**src/rtl/ps2_pkg.sv**
```systemverilog
// ps2_pkg: shared PS/2 states, command constants and parity helper
package ps2_pkg;
  typedef enum logic [2:0] {IDLE, INHIBIT, REQ, DATA, STOP, ACK, WAIT_IDLE} tx_state_t;
  localparam logic [7:0] PS2_CMD_RESET   = 8'hFF;
  localparam logic [7:0] PS2_CMD_SET_LED = 8'hED;
  localparam logic [7:0] PS2_CMD_ENABLE  = 8'hF4;
  localparam logic [7:0] PS2_RSP_ACK     = 8'hFA;
  function automatic logic odd_parity(input logic [7:0] d);
    return ~^d;
  endfunction
endpackage

```
**src/rtl/ps2_sync_edge.sv**
```systemverilog
// ps2_sync_edge: 2-flop synchroniser for ps2 clk/data plus clock falling-edge detect
module ps2_sync_edge (
  input  logic sys_clk,
  input  logic rst,
  input  logic clk_in,
  input  logic data_in,
  output logic clk_s,
  output logic data_s,
  output logic fall
);
  logic [1:0] clk_ff, data_ff;
  logic prev_clk;
  // sync chains idle high so reset never fakes a falling edge
  always_ff @(posedge sys_clk or posedge rst)
    if (rst) begin
      clk_ff   <= 2'b11;
      data_ff  <= 2'b11;
      prev_clk <= 1'b1;
    end else begin
      clk_ff   <= {clk_ff[0], clk_in};
      data_ff  <= {data_ff[0], data_in};
      prev_clk <= clk_ff[1];
    end
  assign clk_s  = clk_ff[1];
  assign data_s = data_ff[1];
  assign fall   = prev_clk & ~clk_s;
endmodule

```
**src/rtl/ps2_host_tx.sv**
```systemverilog
// ps2_host_tx: host-to-device PS/2 command transmitter with ACK check and timeout
module ps2_host_tx
  import ps2_pkg::*;
#(
  parameter int INHIBIT_CYCLES = 6000,
  parameter int TIMEOUT_CYCLES = 750000
) (
  input  logic       sys_clk,
  input  logic       rst,
  input  logic       tx_valid,
  input  logic [7:0] tx_data,
  output logic       tx_ready,
  output logic       busy,
  output logic       tx_done,
  output logic       tx_err,
  input  logic       ps2_clk_in,
  input  logic       ps2_data_in,
  output logic       ps2_clk_oe,
  output logic       ps2_data_oe
);
  localparam int CW = $clog2(TIMEOUT_CYCLES + 1);
  tx_state_t state, state_n;
  logic [CW-1:0] cnt, cnt_n;
  logic [8:0] shift, shift_n;
  logic [3:0] bit_cnt, bit_cnt_n;
  logic data_oe, data_oe_n;
  logic clk_s, data_s, fall, timed_out, counting;
  ps2_sync_edge u_sync (
    .sys_clk (sys_clk),
    .rst     (rst),
    .clk_in  (ps2_clk_in),
    .data_in (ps2_data_in),
    .clk_s   (clk_s),
    .data_s  (data_s),
    .fall    (fall)
  );
  assign timed_out   = cnt == CW'(TIMEOUT_CYCLES);
  assign counting    = state inside {REQ, DATA, STOP, ACK, WAIT_IDLE};
  assign tx_ready    = state == IDLE;
  assign busy        = ~tx_ready;
  assign ps2_clk_oe  = state == INHIBIT;
  assign ps2_data_oe = data_oe;
  // state register; reset drops data_oe at once and IDLE releases clk_oe
  always_ff @(posedge sys_clk or posedge rst)
    if (rst) begin
      state   <= IDLE;
      cnt     <= '0;
      shift   <= '0;
      bit_cnt <= '0;
      data_oe <= 1'b0;
    end else begin
      state   <= state_n;
      cnt     <= cnt_n;
      shift   <= shift_n;
      bit_cnt <= bit_cnt_n;
      data_oe <= data_oe_n;
    end
  // next state: each device clock fall shifts the next frame bit onto the line
  always_comb begin
    state_n   = state;
    cnt_n     = timed_out ? cnt : cnt + 1'b1;
    shift_n   = shift;
    bit_cnt_n = bit_cnt;
    data_oe_n = data_oe;
    tx_done   = 1'b0;
    tx_err    = 1'b0;
    case (state)
      IDLE: begin
        cnt_n     = '0;
        data_oe_n = 1'b0;
        if (tx_valid) begin
          shift_n = {odd_parity(tx_data), tx_data};
          state_n = INHIBIT;
        end
      end
      INHIBIT:
        if (cnt == CW'(INHIBIT_CYCLES - 1)) begin
          cnt_n     = '0;
          data_oe_n = 1'b1;
          state_n   = REQ;
        end
      REQ:
        if (fall) begin
          cnt_n     = '0;
          data_oe_n = ~shift[0];
          shift_n   = shift >> 1;
          bit_cnt_n = '0;
          state_n   = DATA;
        end
      DATA:
        if (fall) begin
          cnt_n     = '0;
          data_oe_n = ~shift[0];
          shift_n   = shift >> 1;
          bit_cnt_n = bit_cnt + 1'b1;
          state_n   = bit_cnt == 4'd7 ? STOP : DATA;
        end
      STOP:
        if (fall) begin
          cnt_n     = '0;
          data_oe_n = 1'b0;
          state_n   = ACK;
        end
      ACK:
        if (fall) begin
          cnt_n   = '0;
          tx_err  = data_s;
          state_n = data_s ? IDLE : WAIT_IDLE;
        end
      WAIT_IDLE:
        if (clk_s && data_s) begin
          tx_done = 1'b1;
          state_n = IDLE;
        end
      default: state_n = IDLE;
    endcase
    if (counting && timed_out && state_n != IDLE) begin
      cnt_n     = '0;
      data_oe_n = 1'b0;
      tx_err    = 1'b1;
      state_n   = IDLE;
    end
  end
endmodule

```
**config.mk**
```make
export PLATFORM = sky130hd
export DESIGN_NAME = ps2_host_tx
export DESIGN_NICKNAME = d
export VERILOG_FILES = /design/src/rtl/ps2_pkg.sv /design/src/rtl/ps2_sync_edge.sv /design/src/rtl/ps2_host_tx.sv
export SDC_FILE = /design/constraint.sdc
export NUM_CORES = 1
export LEC_CHECK = 0
export CAP_MARGIN = 5
export CORE_MARGIN = 1
export CORE_UTILIZATION = 52
export CTS_CLUSTER_DIAMETER = 80
export DETAILED_ROUTE_END_ITERATION = 12
export PLACE_DENSITY_LB_ADDON = 0.1
export SETUP_SLACK_MARGIN = 0.2
export SYNTH_ARGS = -nofsm -noshare
export SYNTH_HDL_FRONTEND = slang
export SYNTH_SLANG_ARGS = --single-unit
```
**constraint.sdc**
```tcl
create_clock -name sys_clk -period 1.9 [get_ports sys_clk]
set_input_delay 0.38 -clock sys_clk [delete_from_list [all_inputs] [get_ports sys_clk]]
set_output_delay 0.38 -clock sys_clk [all_outputs]
set_load 0.02 [all_outputs]
```
======== Word level (Yosys, flattened, before mapping) ========
Cells that the tools add are included.
storage, ports and cells
  register bits ........................... 42
  input bits .............................. 13
  output and inout bits ................... 6
  logic and storage cells ................. 77
operators by class
  $add $sub $neg .......................... 2
  eq/ne operators ......................... 16
  muxes and demuxes ....................... 32
  bitwise gates (word level) .............. 4
  reductions and logical operators ........ 15
operators with widths
  operator                                         count
  two-way mux 20 bit                               4
  case mux 20 bit (3 select lines)                 1
  two-way mux 3 bit                                10
  case mux 3 bit (7 select lines)                  1
  adder 20 x 1 -> 20 bit, second input constant    1
  == test 20 x 13 -> 1 bit, second input constant  1
  == test 20 bit, second input constant            1
  two-way mux 9 bit                                2
  case mux 9 bit (2 select lines)                  1
  nonzero test 5 bit                               2
  == test 3 bit, second input constant             3
  two-way mux 1 bit                                9
  two-way mux 4 bit                                2
  case mux 4 bit (2 select lines)                  1
  XNOR reduction 8 bit                             1
  == test 3 x 2 -> 1 bit, second input constant    2
  != test 2 bit, second input constant             3
  != test 3 x 1 -> 1 bit, second input constant    2
  AND reduction 3 bit                              2
  adder 4 x 1 -> 4 bit, second input constant      1
  == test 4 x 3 -> 1 bit, second input constant    1
  case mux 1 bit (4 select lines)                  1
  AND reduction 4 bit                              1
  nonzero test 2 bit                               2
  other kinds (10)                                 14

======== Longest topological paths before layout ========
Gate-level depths: netlist (run 1).
  depth after elaboration ................. 8
  gate-level depth with buffers ........... 8
  mapped depth without buffers ............ 7

======== Hierarchy ========
From an unflattened synthesis (run 1), not the netlist that was laid out.
unflattened totals
  cells, all modules ...................... 261
  area, all modules ....................... 2336.0 um2
by module, submodules not included
  module         instances  cells an instance  area an instance (um2)  sequential area each (um2)
  ps2_host_tx    1          254                2187.1                  925.9
  ps2_sync_edge  1          7                  148.9                   131.4

======== Least setup slack after synthesis (run 1) ========
Ideal clock, no wire load.
  path type ............................... register to output
  start ................................... register cnt[0]
  end ..................................... output tx_err
  arrival time ............................ 1658 ps
  required time ........................... 1520 ps
  path slack .............................. -138 ps
  cell stages (with the launch flop) ...... 8
  buffers on the path ..................... 0
  cell sequence ........................... dfrtp_1 > inv_1 > ha_1 > or4bb_1 > nor4_4 > and3_1 > nand2b_1 > nand2_1
on the way
  word-level cells in the longest chain between the ends .. 6
  elaborated cells between the ends (all ways) .. 8
  those cells by class .................... 2 x eq/ne; 3 x mux; 3 x reduce/logical
ends and longest elaborated chain
  item                             RTL line            RTL
  start, declared                  ps2_host_tx.sv:23   logic [CW-1:0] cnt, cnt_n;
  start signal, assigned           ps2_host_tx.sv:53   cnt <= cnt_n;
  == test 20 x 13 -> 1 bit         ps2_host_tx.sv:77   if (cnt == CW'(INHIBIT_CYCLES - 1)) begin
  two-way mux 3 bit                ps2_host_tx.sv:77
  case mux 3 bit (7 select lines)  ps2_host_tx.sv:67   case (state)
  nonzero test 3 bit               ps2_host_tx.sv:117  if (counting && timed_out && state_n != IDLE) begin
  logical AND 1 bit *              ps2_host_tx.sv:117
  two-way mux 1 bit *              ps2_host_tx.sv:117
  end, declared                    ps2_host_tx.sv:15   output logic tx_err,
Every way passes the cells marked *; elsewhere a longest branch is shown, timed or not.

======== Worst setup path after layout (run 1) ========
Same ends and word-level chain as after synthesis.

==> results by group, run 1 <==
Placement
  • RePlAce Congestion: 0.8472
  • Post-DP HPWL: 4177 um
  • Placed Cells: 388
  • Port bufs: 18
  • DP Area: 3093 sq um
  • Dpl ws: -639.1 ps

Critical path
  • Kind of critical path: flip-flop to output pin
  • CP max stage delay: 470 ps
  • Worst Path Max Fanout: 2
  • Crit-path slowest cell: or4bb_4
  • Critical-path cell list: inv_2, ha_1, or4bb_4, nor4_4, and3_4, nand2b_4, nand2_2, buf_6
  • Type of origin of the critical path: flip-flop
  • Setup crit end kind: output pin
  • CP arrival: 1990 ps
  • Critical path required time: 1520 ps

Yosys
  • Synth Register Bits: 42
  • Main combinational cell family by area after synthesis: simple AND/OR/NAND/NOR gates
  • Post-Syn Nets: 282
  • Synth Area in Adders: 1.592%
  • Synth cell types: 47
  • Ys async rst share: 100.0%
  • Count leader, synth: nor2_1
  • Post-synthesis mux area share: 0.8493%
  • Post-Synth Simple-Gate Area: 29.62%
  • Ys flop type: dfrtp_1
  • Xor/xnor cell area share of the yosys netlist: 9.289%
  • Yosys top cell by area: dfrtp_1
  • Number of enable flip-flop cells after synthesis: 0
  • Ys Warns: 0
  • Post-synth top area share: 39.28%
  • Post-Syn Instances: 266
  • Mean Syn Cell Area: 8.862 sq um
  • Synth Area in Compound Gates: 10.62%
  • Register area share after synthesis: 44.85%
  • Post-Syn Area: 2357 sq um
  • Synth area leaders: dfrtp_1, xnor2_1, nor2_1
  • Top cells by count, synth: nor2_1, dfrtp_1, nand2_1

CTS
  • Hold_buf cts: 0
  • Clk slew on worst S/H paths: 80 ps
  • Worst skew pair latency: 290 ps
  • Clock Path Buffers: 2
  • Htree depth: 2
  • Clk root buf: clkbuf_8
  • Clock sink total: 42
  • Number of buffers created by CTS: 5
  • CTS tree: yes

STA
  • Max-slew violations: 0
  • Final hold violations: 0
  • Final cycle utilization of the critical path: 125.0%
  • Final Setup Violations: 14
  • Slew @ Worst Pin: 441.5 ps
  • Crit path time final: 2374 ps
  • Setup Skew: 8.333 ps
  • Rel. slew slack: 70.53%
  • Fin worst setup slack: -474.1 ps
  • Post-Route Setup TNS: -848.4 ps
  • Max Freq: 0.4212 GHz
  • RSZ-0062 raised after global routing: true

Global routing
  • Final global-route overflow total: 0
  • Tot GR Track Use: 25.04%
  • First-pass GRT wire length: 9625 um
  • GRT met3 Usage: 3.634%
  • Met2 usage: 39.59%
  • GRT Max-Usage Layer: met2
  • M1 GR Usage: 35.73%
  • Initial antenna violation count: 0
  • Vias in the first global route: 2131
  • Largest net degree at the start of global routing: 22

Route
  • Drt drc: 0
  • Vias per inst: 5.451
  • DR pass1 iterations: 4
  • Antenna viol nets, final: 0
  • Drt wl/cell: 14.28 um
  • Starting DRT DRC Count: 147
  • Vias: 2213
  • Routed WL: 5799 um

Floorplanning
  • Core area: 4354 sq um
  • Row cnt: 24
  • Die X: 69.33 um
  • Die height: 69.33 um
  • Initial Util: 54.14%
  • Total I/O pin count: 19
  • Die area: 4807 sq um

Cells and area
  • Synth-to-layout area growth: 45.54%
  • Design area: 3431 sq um
  • FILL cells: 295
  • Final non-filler cell total: 406
  • Multi-input logic area: 1338 sq um
  • Register area: 1059 sq um
  • N_diodes: 0
  • Fraction of layout cells with a size suffix above 1: 33.90%
  • Nets: 369

Pwr
  • Overall power: 0.001710 W
  • Peak supply drop: 0.5867 mV
  • PD cells: 498.5 nW/um^2
  • Leak: 1.535 nW

Run
  • Max-Cap Viols: 0

Hold path
  • Worst hold path class: flip-flop to flip-flop

Run status
  • Failing checks: negative setup slack
  • Status: finished with violations
## critical path: cells and delay by family, from the launching register on
kind,cells,cell delay [ps]
buffers and inverters,2,170
adder cells (fa/ha/maj),1,140
AND/OR/NAND/NOR,5,1010
flip-flops,1,390
## metal layers
layer / share of wire [%] / routed length, um
met5: 0 / 0
met4: 2.2 / 129
met3: 3.4 / 198
met2: 47 / 2753
met1: 47 / 2716
## stage by stage
| step | hold WS (ps) | util, % |
|---|---|---|
| finish | 351.0 | 78.79 |
| CTS | 353.1 | 76.81 |
| floorplan | 345.2 | - |
| detailed placement | 348.4 | 71.03 |
| global placement | 347.0 | 71.03 |
| global route | 362.9 | 78.79 |
## cell usage in the layout (no fill, tap or decap), types with 2 or more instances in the layout
cell type and n:
dfstp_2 5, nand3b_1 2, nor3_1 5, xnor2_1 18, o211ai_1 2, nand3_1 19
clkinv_2 2, a21oi_1 9, nor2_1 35, dfrtp_1 36, nor4_1 3, mux2i_1 2
clkdlybuf4s50_1 12, inv_2 2, ha_1 3, and2_4 2, buf_4 55, nand2_2 2
nor3_4 2, nand2b_1 4, nand4_1 3, buf_6 17, nor2_2 3, nor2_4 4
a31oi_1 10, clkbuf_8 5, inv_1 4, and3_1 4, a21oi_2 2, nor2b_1 2
o21ai_0 7, a32oi_1 2, buf_12 4, nand2_1 31, xor2_1 7
## state kept, by name, summed over array words and instances (netlist names)
| signal | flops |
|---|---|
| bit_cnt | 4 |
| u_sync.clk_ff | 2 |
| u_sync.prev_clk | 1 |
| shift | 9 |
| u_sync.data_ff | 2 |
| cnt | 20 |
| ps2_data_oe | 1 |
| state | 3 |
## cell type report
| cell class | count | share of cell area (%) |
|---|---|---|
| clock buffer | 5 | 2.006 |
| clock inverter | 3 | 1.167 |
| inverter | 7 | 0.8388 |
| multi-input combinational | 207 | 38.99 |
| sequential | 42 | 30.85 |
| tap | 52 | 1.896 |
| timing repair buffer | 90 | 24.25 |
## report_power, final
part	switching [W]	internal, W
sequential	0.00000432	0.000903
combinational	0.0000513	0.0000583
clock	0.000306	0.000387
## logic make-up after synthesis
kind of cell | count (synthesis)
AOI/OAI and AO/OA | 39
xor gates and xnor gates | 25
adders and majority gates | 3
buffers and inverters | 17
DFF | 42
muxes | 2
and+or+nand+nor | 138
## path summary, 6_finish.rpt
path	from	endpoint	slack [ps]	cells past startpoint
hold reg to reg	u_sync.clk_ff[0]	u_sync.clk_ff[1]	350	0
setup reg to reg	state[1]	ps2_data_oe	-50	10
min in group asynchronous	rst	cnt[4]	380	2
setup / recovery	cnt[0]	tx_err	-470	8
max in group asynchronous	rst	u_sync.data_ff[1]	990	3
hold / removal	u_sync.clk_ff[0]	u_sync.clk_ff[1]	350	0
## timing repair
action	in CTS	in global routing
gates resized for setup	53	20
setup endpoints to repair	29	41
buffers inserted	7	3
pin swaps	13	9
(Power assumes the default switching activity.)
==> inputs of run 2 (changes only) <==
--- a/config.mk
+++ b/config.mk
@@ -7,11 +7,13 @@
 export LEC_CHECK = 0
 export CAP_MARGIN = 5
 export CORE_MARGIN = 1
-export CORE_UTILIZATION = 52
+export CORE_UTILIZATION = 35
 export CTS_CLUSTER_DIAMETER = 80
 export DETAILED_ROUTE_END_ITERATION = 12
+export HOLD_SLACK_MARGIN = 0.02
 export PLACE_DENSITY_LB_ADDON = 0.1
 export SETUP_SLACK_MARGIN = 0.2
+export SLEW_MARGIN = 20
 export SYNTH_ARGS = -nofsm -noshare
 export SYNTH_HDL_FRONTEND = slang
 export SYNTH_SLANG_ARGS = --single-unit
==> results by group, run 2 (synthesis gave the netlist of run 1 again) <==
Run status
  • Status: finished with violations
  • Failing checks: design-rule violations, negative setup slack

Pwr
  • Sw frac: 22.55%
  • Peak supply drop: 0.2838 mV
  • Logic pwr share: 6.6%
  • Leak: 1.561 nW
  • Sequential power share: 56.0%
  • Clk pwr share: 37.4%
  • Switching pwr: 0.0003647 W
  • Internal power: 0.001253 W
  • PD cells: 443.1 nW/um^2

Critical path
  • Critical-path cell list: inv_2, ha_4, or4bb_4, nor4_4, and3_4, nand2b_4, nand2_2, buf_6
  • Setup crit end kind: output pin
  • CP arrival: 2000 ps
  • Kind of critical path: flip-flop to output pin
  • Crit-path slowest cell: or4bb_4
  • Critical path required time: 1520 ps
  • Worst Path Max Fanout: 2
  • CP max stage delay: 460 ps
  • Type of origin of the critical path: flip-flop

Route
  • Vias: 2211
  • DR pass1 iterations: 8
  • Vias per inst: 5.025
  • Drt wl/cell: 14.15 um
  • Drt drc: 2
  • Routed WL: 6227 um
  • Starting DRT DRC Count: 126
  • Antenna viol nets, final: 0

Floorplanning
  • Total I/O pin count: 19
  • Core area: 6422 sq um
  • Die height: 84.07 um
  • Die X: 84.07 um
  • Row cnt: 29
  • Initial Util: 36.70%
  • Die area: 7067 sq um

STA
  • Max-slew violations: 0
  • Rel. slew slack: 68.77%
  • Fin worst setup slack: -484.9 ps
  • RSZ-0062 raised after global routing: true
  • Max Freq: 0.4193 GHz
  • Setup Skew: 5.211 ps
  • Final Setup Violations: 18
  • Final cycle utilization of the critical path: 125.5%
  • Crit path time final: 2385 ps
  • Final hold violations: 0
  • Post-Route Setup TNS: -3156 ps
  • Slew @ Worst Pin: 464.2 ps

Global routing
  • First-pass GRT wire length: 10210 um
  • Largest net degree at the start of global routing: 26
  • Tot GR Track Use: 18.41%
  • Vias in the first global route: 2104
  • Final global-route overflow total: 0
  • Initial antenna violation count: 0

Placement
  • RePlAce Congestion: 0.8079
  • Post-DP HPWL: 4182 um
  • Port bufs: 18
  • DP Area: 3084 sq um

Cells and area
  • FILL cells: 572
  • Nets: 378
  • Top flop regs: cnt: 20 flops, shift: 9 flops, bit_cnt: 4 flops
  • Fraction of layout cells with a size suffix above 1: 41.32%
  • N_diodes: 0
  • Design area: 3650 sq um
  • Commonest non-fill, non-tap cells in the layout: buf_4, dfrtp_1, nand2_1
  • Synth-to-layout area growth: 54.83%
  • Max reg flops: 20
  • Commonest non-fill, non-tap cell in the layout: buf_4
  • Most flop-heavy register: cnt

Hold path
  • Worst hold path class: input pin to async pin

CTS
  • Clk root buf: clkbuf_8
  • CTS tree: yes
  • Clock Path Buffers: 2
  • Htree depth: 2
  • Clk slew on worst S/H paths: 80 ps
  • Worst skew pair latency: 290 ps
  • Clock sink total: 42
  • Number of buffers created by CTS: 5
  • Hold_buf cts: 0

Run
  • Max-Cap Viols: 0
==> run 2: path summary, 6_finish.rpt <==
check / startpoint / endpoint / slack, ps / cells after the start
worst max-delay path: cnt[0] / tx_err / -480 / 8
worst min-delay path: rst / shift[6] / 320 / 2
worst max register to register: cnt[0] / cnt[19] / -220 / 10
worst min register to register: u_sync.clk_ff[0] / u_sync.clk_ff[1] / 360 / 0
max in group asynchronous: rst / state[1] / 1140 / 3
min in group sys_clk: u_sync.clk_ff[0] / u_sync.clk_ff[1] / 360 / 0
==> run 2: stage by stage <==
step | hold WS (ps) | power (W) | std cells | utilization (%) | setup WS (ps)
after CTS | 324.1 | 0.001638 | 432 | 53.87 | -568.5
final | 324.2 | 0.001617 | 440 | 56.83 | -484.9
after global routing | 350.1 | 0.001695 | 440 | 56.83 | -567.2
after floorplan | 345.2 | 0.0009738 | 266 | - | -78.59
after detailed placement | 347.8 | 0.001029 | 411 | 48.02 | -654.2
after global placement | 346.8 | 0.001029 | 411 | 48.02 | -624.1
==> run 2: final cells by class <==
| type | count | area, sq um | area share (%) |
|---|---|---|---|
| Sequential cell | 42 | 1059 | 29.00 |
| Multi-Input combinational cell | 207 | 1481 | 40.59 |
| Tap cell | 77 | 96.34 | 2.640 |
| Clock inverter | 1 | 5.005 | 0.1371 |
| Timing Repair Buffer | 99 | 895.9 | 24.55 |
| Inverter | 7 | 26.28 | 0.7199 |
| Clock buffer | 7 | 86.33 | 2.365 |
==> run 2: power by group through the flow <==
stage | clock network [W] | logic, W | registers (W)
final | 0.000604 | 0.000107 | 0.000906
after global routing | 0.000669 | 0.000118 | 0.000908
after CTS | 0.000626 | 0.000106 | 0.000906
after detailed placement | 0 | 0.000105 | 0.000923
after global placement | 0 | 0.000106 | 0.000923
after floorplan | 0 | 0.0000509 | 0.000923
==> run 2: critical path: cells and delay by family (launching register included) <==
family / cells / cell delay, ps
buffers and inverters: 2 / 200
adder cells (fa/ha/maj): 1 / 120
AND/OR/NAND/NOR: 5 / 1000
flip-flops: 1 / 390
==> run 2: routing by layer <==
layer  wire length [um]  GRT usage, %  up-vias
met5                  0             0        -
met4                 71         5.172        0
met3                197         3.066        8
met2               2807         27.27       39
met1               3150         27.51     1054
li1                   -             -     1110
==> run 2: repair_timing <==
action                     CTS  global route
setup endpoints to repair   29            40
buffers inserted            12             6
resized for setup           72            41
pin swaps                   28            15
gates cloned                 1             2
==> inputs of run 3 (changes only) <==
--- a/config.mk
+++ b/config.mk
@@ -5,6 +5,7 @@
 export SDC_FILE = /design/constraint.sdc
 export NUM_CORES = 1
 export LEC_CHECK = 0
+export ABC_CLOCK_PERIOD_IN_PS = 1900
 export CAP_MARGIN = 5
 export CORE_MARGIN = 1
 export CORE_UTILIZATION = 35
==> results of run 3 <==
No change in the layout: final DEF, timing and power equal those of run 2.
